**src/rtl/nrisc_pkg.sv**
```systemverilog
// Shared nRISC definitions: datapath width, ALU command encodings, flag layout
// and the issue-stage FSM states.
package nrisc_pkg;

   localparam int TAM = 16;

   localparam logic [2:0] ULA_ADD = 3'b000;
   localparam logic [2:0] ULA_SUB = 3'b001;
   localparam logic [2:0] ULA_AND = 3'b010;
   localparam logic [2:0] ULA_OR  = 3'b011;
   localparam logic [2:0] ULA_XOR = 3'b100;
   localparam logic [2:0] ULA_SHR = 3'b101;
   localparam logic [2:0] ULA_SHL = 3'b110;
   localparam logic [2:0] ULA_NOT = 3'b111;

   localparam int FLAG_MINUS = 2;
   localparam int FLAG_ZERO  = 1;
   localparam int FLAG_CARRY = 0;

   typedef enum logic [1:0] {
      ST_IDLE = 2'd0,
      ST_EXEC = 2'd1,
      ST_DONE = 2'd2
   } state_t;

   // Shift and rotate are the only commands issued as repeated 1-bit steps.
   function automatic logic is_iterative(input logic [2:0] ctrla);
      return (ctrla == ULA_SHR) || (ctrla == ULA_SHL);
   endfunction

endpackage

```
**src/rtl/nrisc_ula_seq.sv**
```systemverilog
// Issue stage in front of the combinational nRISC ALU: accepts one operation,
// replays shifts/rotates one bit per cycle through the ALU, then holds the result.
module nrisc_ula_seq
   import nrisc_pkg::state_t, nrisc_pkg::ST_IDLE, nrisc_pkg::ST_EXEC,
          nrisc_pkg::ST_DONE, nrisc_pkg::is_iterative;
#(
   parameter int TAM = nrisc_pkg::TAM
) (
   input  logic           clk,
   input  logic           rst,
   input  logic           in_valid,
   output logic           in_ready,
   input  logic [3:0]     in_ctrl,
   input  logic [TAM-1:0] in_a,
   input  logic [TAM-1:0] in_b,
   input  logic [3:0]     in_cnt,
   output logic [TAM-1:0] ula_a,
   output logic [TAM-1:0] ula_b,
   output logic [3:0]     ula_ctrl,
   input  logic [TAM-1:0] ula_res,
   input  logic [2:0]     ula_flags,
   output logic           out_valid,
   input  logic           out_ready,
   output logic [TAM-1:0] out_data,
   output logic [2:0]     out_flags,
   output logic           busy
);

   state_t         r_state;
   state_t         w_state_nxt;
   logic [TAM-1:0] r_acc;
   logic [TAM-1:0] r_b;
   logic [3:0]     r_ctrl;
   logic [3:0]     r_cnt;
   logic [2:0]     r_flags;
   logic           w_accept;
   logic           w_iter;

   assign w_accept = in_valid && in_ready;
   assign w_iter   = is_iterative(in_ctrl[2:0]);

   // NOTE: sequential state uses non-blocking assignments so every register
   // samples the pre-edge values, independent of statement order.
   always_ff @(posedge clk or negedge rst) begin
      if (!rst) r_state <= ST_IDLE;
      else      r_state <= w_state_nxt;
   end

   // NOTE: every output of this block gets a default first, so no path can
   // leave a signal unassigned and infer a latch.
   always_comb begin
      w_state_nxt = r_state;
      in_ready    = 1'b0;
      out_valid   = 1'b0;
      busy        = 1'b1;
      ula_a       = '0;
      ula_b       = '0;
      ula_ctrl    = '0;
      out_data    = '0;
      out_flags   = '0;
      unique case (r_state)
         ST_IDLE: begin
            in_ready = 1'b1;
            busy     = 1'b0;
            if (in_valid)
               w_state_nxt = (w_iter && (in_cnt == 4'd0)) ? ST_DONE : ST_EXEC;
         end
         ST_EXEC: begin
            ula_a    = r_acc;
            ula_b    = r_b;
            ula_ctrl = r_ctrl;
            if (r_cnt == 4'd1) w_state_nxt = ST_DONE;
         end
         ST_DONE: begin
            out_valid = 1'b1;
            out_data  = r_acc;
            out_flags = r_flags;
            if (out_ready) w_state_nxt = ST_IDLE;
         end
         default: w_state_nxt = ST_IDLE;
      endcase
   end

   // NOTE: the datapath registers are few and must read as zero after reset,
   // so each one is cleared asynchronously alongside the FSM.
   always_ff @(posedge clk or negedge rst) begin
      if (!rst) begin
         r_acc   <= '0;
         r_b     <= '0;
         r_ctrl  <= '0;
         r_cnt   <= '0;
         r_flags <= '0;
      end else if (w_accept) begin
         r_acc   <= in_a;
         r_b     <= in_b;
         r_ctrl  <= in_ctrl;
         r_cnt   <= w_iter ? in_cnt : 4'd1;
         r_flags <= '0;
      end else if (r_state == ST_EXEC) begin
         // Only the last step's flags survive; earlier ones are overwritten.
         r_acc   <= ula_res;
         r_flags <= ula_flags;
         r_cnt   <= r_cnt - 4'd1;
      end
   end

endmodule

```
**config.mk**
```make
export PLATFORM = sky130hd
export DESIGN_NAME = nrisc_ula_seq
export DESIGN_NICKNAME = d
export VERILOG_FILES = /design/src/rtl/nrisc_pkg.sv /design/src/rtl/nrisc_ula_seq.sv
export SDC_FILE = /design/constraint.sdc
export NUM_CORES = 1
export LEC_CHECK = 0
export BUFFER_PORTS_ARGS = -buffer_cell sky130_fd_sc_hd__buf_2
export CAP_MARGIN = 20
export CORE_MARGIN = 2
export CORE_UTILIZATION = 25
export DETAILED_ROUTE_END_ITERATION = 7
export SYNTH_ARGS = -nofsm -noshare
export SYNTH_HDL_FRONTEND = slang
export SYNTH_SLANG_ARGS = --single-unit
```
**constraint.sdc**
```tcl
create_clock -name clk -period 1.5 [get_ports clk]
set_clock_uncertainty 0.1 [all_clocks]
set_input_delay 0.15 -clock clk [delete_from_list [all_inputs] [get_ports clk]]
set_output_delay 0.15 -clock clk [all_outputs]
set_load 0.03 [all_outputs]
```
== After elaboration in Yosys (flattened, before gate mapping) ==
Cells that the tools add are included.
Storage, ports and cells
  bits in registers: 45
  bits of input ports: 63
  output and inout port bits: 58
  logic and storage cells: 42
Operators by class
  $add $sub $neg: 1
  equal/unequal tests: 8
  mux-type cells: 20
  reduce and logical (&&, ||, !) cells: 7
Operators with widths (count)
  $mux 16: 5
  $mux 4: 4
  $mux 3: 3
  $mux 2: 4
  $eq 3x3->1 const B: 2
  $ne 2x2->1 const B: 3
  $pmux 2 s3: 1
  $eq 4x1->1 const B: 1
  $logic_not 4->1: 1
  $sub 4x1->4 const B: 1
  $mux 1: 3
  $reduce_and 3->1: 1
  $eq 2x1->1 const B: 1
  $eq 2x2->1 const B: 1
  $logic_and 1x1->1: 2
  $logic_not 2->1: 1
  $reduce_bool 2->1: 1
  $logic_or 1x1->1: 1

== Logic depth before layout (Yosys ltp) ==
Gate-level depths: netlist of run 1.
  word-level depth: 6
  mapped depth: 5
  gate-level depth less buffers: 5

== Worst setup path after synthesis of run 1 ==
Ideal clock, no wire load.
  path kind: reg2out
  start point: reg r_state[0]
  end point: out out_data[10]
  arrival: 1.433 ns
  required time: 1.250 ns
  setup slack: -0.183 ns
  cell stages (with the launch flop): 4
  buffers on the path: 1
  path through: dfrtp_1 -> and2b_1 -> clkbuf_1 -> and2_1
Between the ends
  cells in the longest elaborated chain, start to end: 2
Ends and longest elaborated chain
  start: declaration: line nrisc_ula_seq.sv:29  | state_t r_state;
  start signal: assignment: line nrisc_ula_seq.sv:46  | else r_state <= w_state_nxt;
  $eq 2x2->1: line nrisc_ula_seq.sv:61  | unique case (r_state)
  $mux 16: line nrisc_ula_seq.sv:61
  end: declaration: line nrisc_ula_seq.sv:24  | output logic [TAM-1:0] out_data,
Every way passes these cells.

== Worst setup path after layout of run 1 ==
  start point: reg r_state[1]
  end point: out ula_a[5]
Between the ends
  cells in the longest elaborated chain, start to end: 2
Ends and longest elaborated chain
  $eq 2x1->1: line nrisc_ula_seq.sv:61
  $mux 16: line nrisc_ula_seq.sv:61
  end: declaration: line nrisc_ula_seq.sv:17  | output logic [TAM-1:0] ula_a,
Every way passes these cells.

==> results of run 1 <==
==> flip-flops by register name, indices dropped and copies added (netlist names) <==
name / count
r_acc: 16
r_b: 16
r_cnt: 4
r_ctrl: 4
r_flags: 3
r_state: 2
==> worst paths after layout <==
check / start / cells past startpoint / endpoint
max: r_state[1] / 5 / ula_a[5]
min: in_ctrl[0] / 2 / r_ctrl[0]
max reg2reg: r_state[1] / 5 / r_ctrl[0]
min reg2reg: r_acc[15] / 2 / r_acc[15]
max in group asynchronous: rst / 3 / r_state[1]
min in group asynchronous: rst / 3 / r_acc[4]
==> per-layer routing <==
layer / track usage (%) / vias to the layer above
met5: 0 / -
li1: - / 1160
met3: 3.93 / 18
met2: 28.3 / 106
met1: 16.2 / 1186
met4: 4.62 / 0
==> where the power goes <==
part	switching [mW]	total [mW]	internal, mW
clock	0.417	1.08	0.662
combinational	3.62	7.81	4.19
sequential	0.451	2.29	1.84
total	4.49	11.2	6.70
==> stage by stage <==
stage	setup TNS (ps)	area (µm²)	power [mW]	setup slack (ps)	util (%)
floorplan	0	2430	5.84	16.6	-
global placement	-184	3240	7.12	-39.2	34.8
detailed placement	-971	3240	7.20	-78.9	34.8
CTS	-14040	4530	10.2	-201	48.5
global route	-21280	4810	11.8	-273	51.5
finish	-15620	4810	11.2	-207	51.5
==> cell usage after synthesis, drive strengths merged <==
cell type  instances
a211o              1
a22oi             17
a2bb2oi            1
and2              55
and2b              1
buf               10
clkbuf             5
dfrtp             45
ha                 2
inv                7
mux2              21
nand2             39
nand3              4
nand3b             1
nand4              1
nor2b              1
nor3               1
nor3b              2
nor4               1
o21ai              4
o21bai             1
o22ai              2
o2bb2ai            1
or2                1
or2b               1
xnor2              1
xor2               2
==> repair_timing <==
| action | in CTS | in global routing |
|---|---|---|
| setup endpoints to repair | 90 | 103 |
| endpoints found under the hold margin | 82 | 0 |
| buffers inserted | 12 | 7 |
| hold buffers | 54 | 0 |
| gates cloned | 2 | 5 |
| pin swaps | 11 | 21 |
| gates resized for setup | 151 | 58 |
==> final cells by class <==
class	instances	area, µm²
fill	814	4520
multi-input combinational	161	1350
tap	129	161
clock buffer	5	68.8
clock inverter	3	65.1
inverter	7	30.0
sequential	45	1130
timing repair buffer	212	2000
==> cell families (layout without fill, tap and decap cells) <==
family / count (synthesis) / in the layout / share of synthesized area, %
AND/OR/NAND/NOR: 108 / 108 / 24.6
flip-flops: 45 / 45 / 46.4
AO/OA/AOI/OAI: 27 / 27 / 8.92
buffers and inverters: 22 / 227 / 5.72
multiplexers: 21 / 21 / 12.2
XOR/XNOR: 3 / 3 / 1.08
adder cells (fa/ha/maj): 2 / 2 / 1.03
==> impl_metrics.json, run 1 <==
{
  "htree_num_levels": 2,
  "overflow": 0,
  "finalHoldWorstSlack_ps": 29.4,
  "fp.dieW_um": 103,
  "final_common_cell": "buf_6",
  "worstPathArrival_ps": 1460,
  "ys.warnings.count": 0,
  "dr_wl_met2_um": 4730,
  "core_um2": 9330,
  "routedWlPerCell_um": 15.5,
  "rows": 35,
  "maxCapViolCount": 0,
  "setup_slack_ps": -207,
  "setup.worst_path.end_class": "output port",
  "drt_iter0_drc": 68,
  "syn_to_final_growth_pct": 98.0,
  "grt_pass1_vias": 2597,
  "root_buffer": "clkbuf_8",
  "worstMarginPinSlew_ps": 412,
  "drive_above_1_share_pct": 59.6,
  "cp.required_ps": 1250,
  "clock_latency_ps": 300,
  "via_per_inst": 4.40,
  "ys_top_cells_by_area": "dfrtp_1 (46%), and2_1 (14%), mux2_4 (9.9%)",
  "drt_wl_total_um": 8740,
  "finalNonFillerCells": 562,
  "critPathBufInv": 3,
  "synthesis.area_um2": 2430,
  "power_density_nw_per_um2": 2330,
  "num_vias": 2470,
  "clock-sinks": 45,
  "startpoint_type": "flop",
  "ys_ff_latch": 45,
  "critPathMostFrequentCell": "buf_12",
  "grt_pass1_wl_um": 12100,
  "grt_use_total_pct": 14.9,
  "nets": 497,
  "wl_met1_um": 3260,
  "clk_pin_slew_worst_paths_ps": 90,
  "routed.top_layer": "met4",
  "grt_max_degree": 46,
  "dp.cells": 477,
  "drc": 0,
  "yosys.area.top_type": "dfrtp_1",
  "initial_core_util_pct": 26.0,
  "chipHeight_um": 103,
  "antenna_left": 0,
  "min_period_ps": 1710,
  "syn_inst": 228,
  "firstDrtPassIters": 4,
  "critPathMaxFanout": 14,
  "netlist.area_leader.share_pct": 46.4,
  "hold_path_class": "in -> reg",
  "power_leakage_nw": 2.33,
  "rsz0062_at_grt": "yes",
  "max_freq_mhz": 586,
  "gp_congestion": 0.717,
  "crit_type": "reg -> out",
  "setup_viol": 92,
  "syn_avg_cell_area_um2": 10.6,
  "relSlewSlack_pct": 72.5,
  "antenna_cells": 0,
  "cts_buffers": 5,
  "final_cell_mix": "buf_6 (69), buf_2 (62), dlygate4sd3_1 (54), and2_4 (48), dfrtp_1 (43)",
  "cpPeakStageDelay_ps": 450,
  "ir_drop_mv": 1.14,
  "failed_checks": "setup timing",
  "period_share_pct": 114,
  "regToRegSetupSlack_ps": -200,
  "dp_hpwl_um": 4490,
  "path_cells": "nor2b_4 > buf_12 > buf_12 > and2_1 > buf_6",
  "die_area_um2": 10500,
  "status": "finished, violations left",
  "synth.distinct_cells": 34,
  "cts_tree": "yes",
  "antenna_found_initial": 0,
  "hold_violations": 0,
  "cp_slowest_cell": "dfrtp_2",
  "numPortBuffers": 120,
  "slew_violations": 0,
  "syn_nets": 293,
  "synth-seq-area-share_pct": 46.4,
  "cts.path.max_buffers": 2,
  "io_pins": 121,
  "met3WireLength_um": 554,
  "crit_family": "flip-flops"
}
Power figures use the tool's default switching activity.
==> run 2: changes to the inputs <==
--- a/config.mk
+++ b/config.mk
@@ -10,6 +10,7 @@
 export CORE_MARGIN = 2
 export CORE_UTILIZATION = 25
 export DETAILED_ROUTE_END_ITERATION = 7
+export RECOVER_POWER = 25
 export SYNTH_ARGS = -nofsm -noshare
 export SYNTH_HDL_FRONTEND = slang
 export SYNTH_SLANG_ARGS = --single-unit
==> run 2 against run 1 <==
Against the previous run: the run still ends with setup timing left; critical path depth unchanged; total power about the same; global-route usage unchanged; routed wire length up 0.10%; die area unchanged.
==> impl_metrics.json, run 2 (same netlist as run 1, synthesis figures left out) <==
{
  "status": "finished, violations left",
  "failed_checks": "setup timing",
  "setup.worst_path.end_class": "output port",
  "cts_buffers": 5,
  "initial_core_util_pct": 26.0,
  "crit_type": "reg -> out",
  "drc": 0,
  "antenna_found_initial": 0,
  "fp.dieW_um": 103,
  "maxCapViolCount": 0,
  "hold_path_class": "in -> reg",
  "worstPathArrival_ps": 1460,
  "root_buffer": "clkbuf_8",
  "syn_to_final_growth_pct": 97.5,
  "via_per_inst": 4.41,
  "worstMarginPinSlew_ps": 625,
  "numPortBuffers": 120,
  "dp.cells": 477,
  "place_area_um2": 3240,
  "cp.required_ps": 1250,
  "final_common_cell": "buf_6",
  "final_cell_mix": "buf_6 (69), buf_2 (62), dlygate4sd3_1 (54), and2_4 (48), dfrtp_1 (43)",
  "max_freq_mhz": 586,
  "min_period_ps": 1710,
  "startpoint_type": "flop",
  "num_vias": 2477,
  "antenna_cells": 0,
  "drt_iter0_drc": 68,
  "setup_viol": 92,
  "cts.path.max_buffers": 2,
  "finalNonFillerCells": 562,
  "critPathBufInv": 3,
  "critPathMostFrequentCell": "buf_12",
  "r2r_cells": 5,
  "chipHeight_um": 103,
  "r2r_end": "r_ctrl[0]",
  "r2r-start": "r_state[1]",
  "clock_latency_ps": 300,
  "holdCritStartpoint": "in_ctrl[0]",
  "regToRegSetupSlack_ps": -200,
  "rows": 35,
  "cp_slowest_cell": "dfrtp_2",
  "die_area_um2": 10500,
  "grt_pass1_wl_um": 12100,
  "power_density_nw_per_um2": 2330,
  "critPathMaxFanout": 14,
  "firstDrtPassIters": 4,
  "relSlewSlack_pct": 58.4,
  "dp_hpwl_um": 4490,
  "cts_tree": "yes",
  "min_path_cells": 2,
  "antenna_left": 0,
  "slew_violations": 0,
  "gp_congestion": 0.717,
  "cpPeakStageDelay_ps": 450,
  "hold_violations": 0,
  "routedWlPerCell_um": 15.6,
  "io_pins": 121,
  "power_leakage_nw": 2.32,
  "grt_max_degree": 46,
  "grt_pass1_vias": 2597,
  "core_um2": 9330,
  "dp_slack_ps": -78.9,
  "holdPathEnd": "r_ctrl[0]",
  "period_share_pct": 114,
  "overflow": 0,
  "drive_above_1_share_pct": 59.6,
  "path_cells": "nor2b_4 > buf_12 > buf_12 > and2_1 > buf_6",
  "htree_num_levels": 2,
  "ir_drop_mv": 1.14,
  "clock-sinks": 45,
  "nets": 497,
  "total_power_mw": 11.2,
  "crit_family": "flip-flops",
  "largestRegisters": "r_acc: 16 flops, r_b: 16 flops",
  "grt_use_total_pct": 14.9,
  "setup_slack_ps": -207,
  "clk_pin_slew_worst_paths_ps": 90,
  "rsz0062_at_grt": "yes",
  "final_area_um2": 4790,
  "drt_wl_total_um": 8740
}
==> run 2: worst register-to-register path, stage by stage (launching register included) <==
cell and delay, ps:
dfrtp_2 450, buf_4 160, nor3b_4 270, buf_6 160, buf_12 130, mux2_2 340
==> run 2: worst max path at each step <==
| stage | to | from | cells after the start | slack [ps] |
|---|---|---|---|---|
| after floorplan | out_data[10] | r_state[0] | 3 | 20 |
| after global placement | r_ctrl[0] | r_state[1] | 3 | -40 |
| after detailed placement | r_ctrl[1] | r_state[1] | 3 | -80 |
| after CTS | out_data[9] | r_state[0] | 4 | -200 |
| after global routing | ula_a[7] | r_state[1] | 5 | -270 |
| final | ula_a[5] | r_state[1] | 5 | -210 |
==> run 2: per-stage QoR <==
step | hold WS, ps | TNS (ps) | utilization (%)
global placement | 51.7 | -184 | 34.8
global route | 25.8 | -21280 | 51.4
finish | 29.4 | -15620 | 51.4
detailed placement | 55.6 | -971 | 34.8
CTS | 1.39 | -14040 | 48.5
floorplan | -246 | 0 | -
==> run 2: what timing repair did <==
item / 4_1_cts / 5_1_grt
pin swaps: 11 / 21
endpoints found under the setup margin: 90 / 103
gates resized for setup: 151 / 58
setup buffers: 12 / 7
hold endpoints to repair: 82 / 0
hold buffers: 54 / 0
gates cloned: 2 / 5
==> run 2: layout make-up <==
type / instances / area, µm²
Sequential cell: 45 / 1130
Fill cell: 816 / 4530
Inverter: 7 / 30.0
Tap cell: 129 / 161
Clock inverter: 3 / 65.1
Timing Repair Buffer: 212 / 1990
Multi-Input combinational cell: 161 / 1350
Clock buffer: 5 / 68.8
==> run 2: layer usage <==
metal  GRT usage (%)  routed length [µm]  vias up
li1                -                   -     1160
met1            16.2                3260     1190
met2            28.3                4730      109
met3            3.93                 562       18
met4            4.62                 189        0
met5               0                   0        -
==> run 2: report_power, final <==
group / internal, mW / total, mW / switching (mW)
Combinational: 4.19 / 7.81 / 3.62
Clock: 0.662 / 1.08 / 0.417
Sequential: 1.84 / 2.29 / 0.451
==> run 3: changes to the inputs <==
--- a/config.mk
+++ b/config.mk
@@ -5,6 +5,7 @@
 export SDC_FILE = /design/constraint.sdc
 export NUM_CORES = 1
 export LEC_CHECK = 0
+export ABC_AREA = 1
 export BUFFER_PORTS_ARGS = -buffer_cell sky130_fd_sc_hd__buf_2
 export CAP_MARGIN = 20
 export CORE_MARGIN = 2
==> run 3 against run 2 <==
Against the previous run: the flow still finishes with violations (setup timing); routed wire length down 5.1%; global-route usage is 0.93 points higher; synthesized cell count grew 40%; maximum frequency grew 3.5%; non-clock buffer count decreased by 23; core utilization fell by 1.5 points; design area decreased by 4.2%; area after synthesis shrank 2.6%; clock power shrank 30%; sequential power fell by 12%.
==> impl_metrics.json, run 3 <==
{
  "status": "finished, violations left",
  "failed_checks": "setup timing",
  "ir_drop_mv": 0.966,
  "worstPathArrival_ps": 1400,
  "max_freq_mhz": 606,
  "syn_to_final_growth_pct": 94.2,
  "async_flop_share_pct": 100,
  "final_common_cell": "nand2_1",
  "cts.path.max_buffers": 2,
  "root_buffer": "clkbuf_8",
  "gp_congestion": 0.830,
  "critical_path.startpoint": "r_state[1]",
  "dp_hpwl_um": 4820,
  "synth_ff_type": "dfrtp_1",
  "dp_slack_ps": -1.41,
  "r2r_cells": 6,
  "initial_core_util_pct": 25.7,
  "largestRegisters": "r_acc: 16 flops, r_b: 16 flops",
  "power_leakage_nw": 2.17,
  "clock_latency_ps": 290,
  "numPortBuffers": 120,
  "holdCritStartpoint": "in_cnt[1]",
  "grt_max_degree": 36,
  "yosysMostFrequentCell": "nand2_1",
  "worst-path-stages": 5,
  "antenna_cells": 0,
  "r2r_end": "r_acc[8]",
  "grt_pass1_vias": 2737,
  "ys_ff_latch": 45,
  "chipHeight_um": 101,
  "yosys.area.top_type": "dfrtp_1",
  "p_sw_mw": 4.53,
  "slew_violations": 0,
  "internal_power_mw": 4.78,
  "drt_iter0_drc": 74,
  "drive_above_1_share_pct": 42.9,
  "r2r-start": "r_state[0]",
  "grt_use_total_pct": 15.9,
  "overflow": 0,
  "critPathMaxFanout": 14,
  "crit_family": "flip-flops",
  "syn_avg_cell_area_um2": 7.41,
  "worstMarginPinSlew_ps": 509,
  "core_um2": 9200,
  "endpoint": "ula_b[7]",
  "nets": 568,
  "num_vias": 2685,
  "synth_edf_count": 0,
  "rows": 35,
  "synthesis.area_um2": 2360,
  "critPathBufInv": 3,
  "setup.worst_path.end_class": "output port",
  "cpPeakStageDelay_ps": 450,
  "cts_buffers": 5,
  "rsz0062_at_grt": "yes",
  "syn_inst": 319,
  "syn_nets": 384,
  "power_density_nw_per_um2": 2030,
  "clock-sinks": 45,
  "via_per_inst": 4.37,
  "cp.required_ps": 1250,
  "startpoint_type": "flop",
  "ys.warnings.count": 0,
  "switching_share_pct": 48.6,
  "path_cells": "nor2_4 > inv_4 > buf_12 > nor2_2 > buf_6",
  "drc": 0,
  "final_cell_mix": "nand2_1 (77), buf_2 (62), buf_6 (60), inv_1 (51), dlygate4sd3_1 (47)",
  "power_frac_seq_pct": 21.7,
  "min_period_ps": 1650,
  "cts_tree": "yes",
  "finalNonFillerCells": 614,
  "antenna_found_initial": 0,
  "maxCapViolCount": 0,
  "routedWlPerCell_um": 13.5,
  "synth.distinct_cells": 18,
  "drt_wl_total_um": 8290,
  "grt_pass1_wl_um": 12900,
  "die_area_um2": 10300,
  "hold_violations": 0,
  "crit_type": "reg -> out",
  "firstDrtPassIters": 4,
  "dp.cells": 545,
  "antenna_left": 0,
  "fp.dieW_um": 101,
  "ys_top_cells_by_area": "dfrtp_1 (48%), nand2_1 (12%), nor2_1 (10%)",
  "io_pins": 121,
  "htree_num_levels": 2,
  "period_share_pct": 110,
  "power_frac_clock_pct": 8.1,
  "synth-seq-area-share_pct": 47.6,
  "share_comb_of_total_power_pct": 70.1,
  "setup_slack_ps": -149,
  "relSlewSlack_pct": 66.0,
  "hold_path_class": "in -> reg",
  "setup_viol": 68,
  "cp_slowest_cell": "dfrtp_2",
  "regToRegSetupSlack_ps": -20,
  "synth.top_cells.by_count": "nand2_1 (77), nor2_1 (66), inv_1 (51)",
  "clk_pin_slew_worst_paths_ps": 80,
  "netlist.area_leader.share_pct": 47.6
}
[run 3: power by group through the flow]
stage	logic [mW]	clock network, mW	registers [mW]
2_1_floorplan	3.49	0	2.01
3_3_place_gp	4.63	0	2.04
3_5_place_dp	4.68	0	2.05
4_1_cts	6.21	0.789	2.02
5_1_grt	7.02	0.852	2.08
6_report	6.53	0.759	2.02
[run 3: tightest hold or removal path, stage by stage]
cell and delay, ps:
buf_2 100, nand2_1 70, a21oi_1 50
[run 3: through the flow]
step / utilization, % / TNS, ps / power (mW) / instance area, µm² / hold WS [ps]
3_3_place_gp: 35.7 / 0 / 6.66 / 3280 / 25.3
3_5_place_dp: 35.7 / -1.41 / 6.73 / 3280 / 26.5
2_1_floorplan: - / -1620 / 5.49 / 2520 / -246
4_1_cts: 48.6 / -6730 / 9.01 / 4470 / 0.291
5_1_grt: 49.9 / -12320 / 9.96 / 4590 / 4.83
6_report: 49.9 / -6200 / 9.31 / 4590 / 8.41
[run 3: how the worst min path moves through the flow]
stage / end / cells past startpoint / slack, ps
floorplan: r_acc[0] / 0 / -250
global route: r_cnt[1] / 3 / 5
global placement: r_b[11] / 1 / 30
CTS: r_acc[0] / 3 / 0.3
detailed placement: r_b[11] / 1 / 30
finish: r_cnt[1] / 3 / 8
[run 3: layout make-up]
cell class / count / area (µm²)
sequential: 45 / 1130
multi-input combinational: 205 / 1250
inverter: 55 / 221
fill: 834 / 4600
clock buffer: 7 / 86.3
tap: 111 / 139
timing repair inverter: 2 / 27.5
timing repair buffer: 189 / 1740
[run 3: what timing repair did]
action	in CTS	in global routing
buffers inserted	7	4
endpoints found under the hold margin	54	0
pin swaps	2	2
gates cloned	3	1
hold buffers	47	0
gates resized for setup	161	12
endpoints found under the setup margin	63	98
[run 3: cells by family after synthesis]
logic type / after synthesis / share of synthesized area (%)
flops: 45 / 47.6
buf+inv: 69 / 13.1
simple gates: 156 / 26.6
fa+ha+maj: 2 / 1.06
compound gates: 47 / 11.6
[run 3: per-layer routing]
layer | track usage (%) | routed length, µm | vias to the layer above
met5 | 0 | 0 | -
li1 | - | - | 1333
met1 | 19.1 | 3380 | 1254
met3 | 3.80 | 426 | 14
met2 | 27.9 | 4350 | 84
met4 | 5.09 | 136 | 0
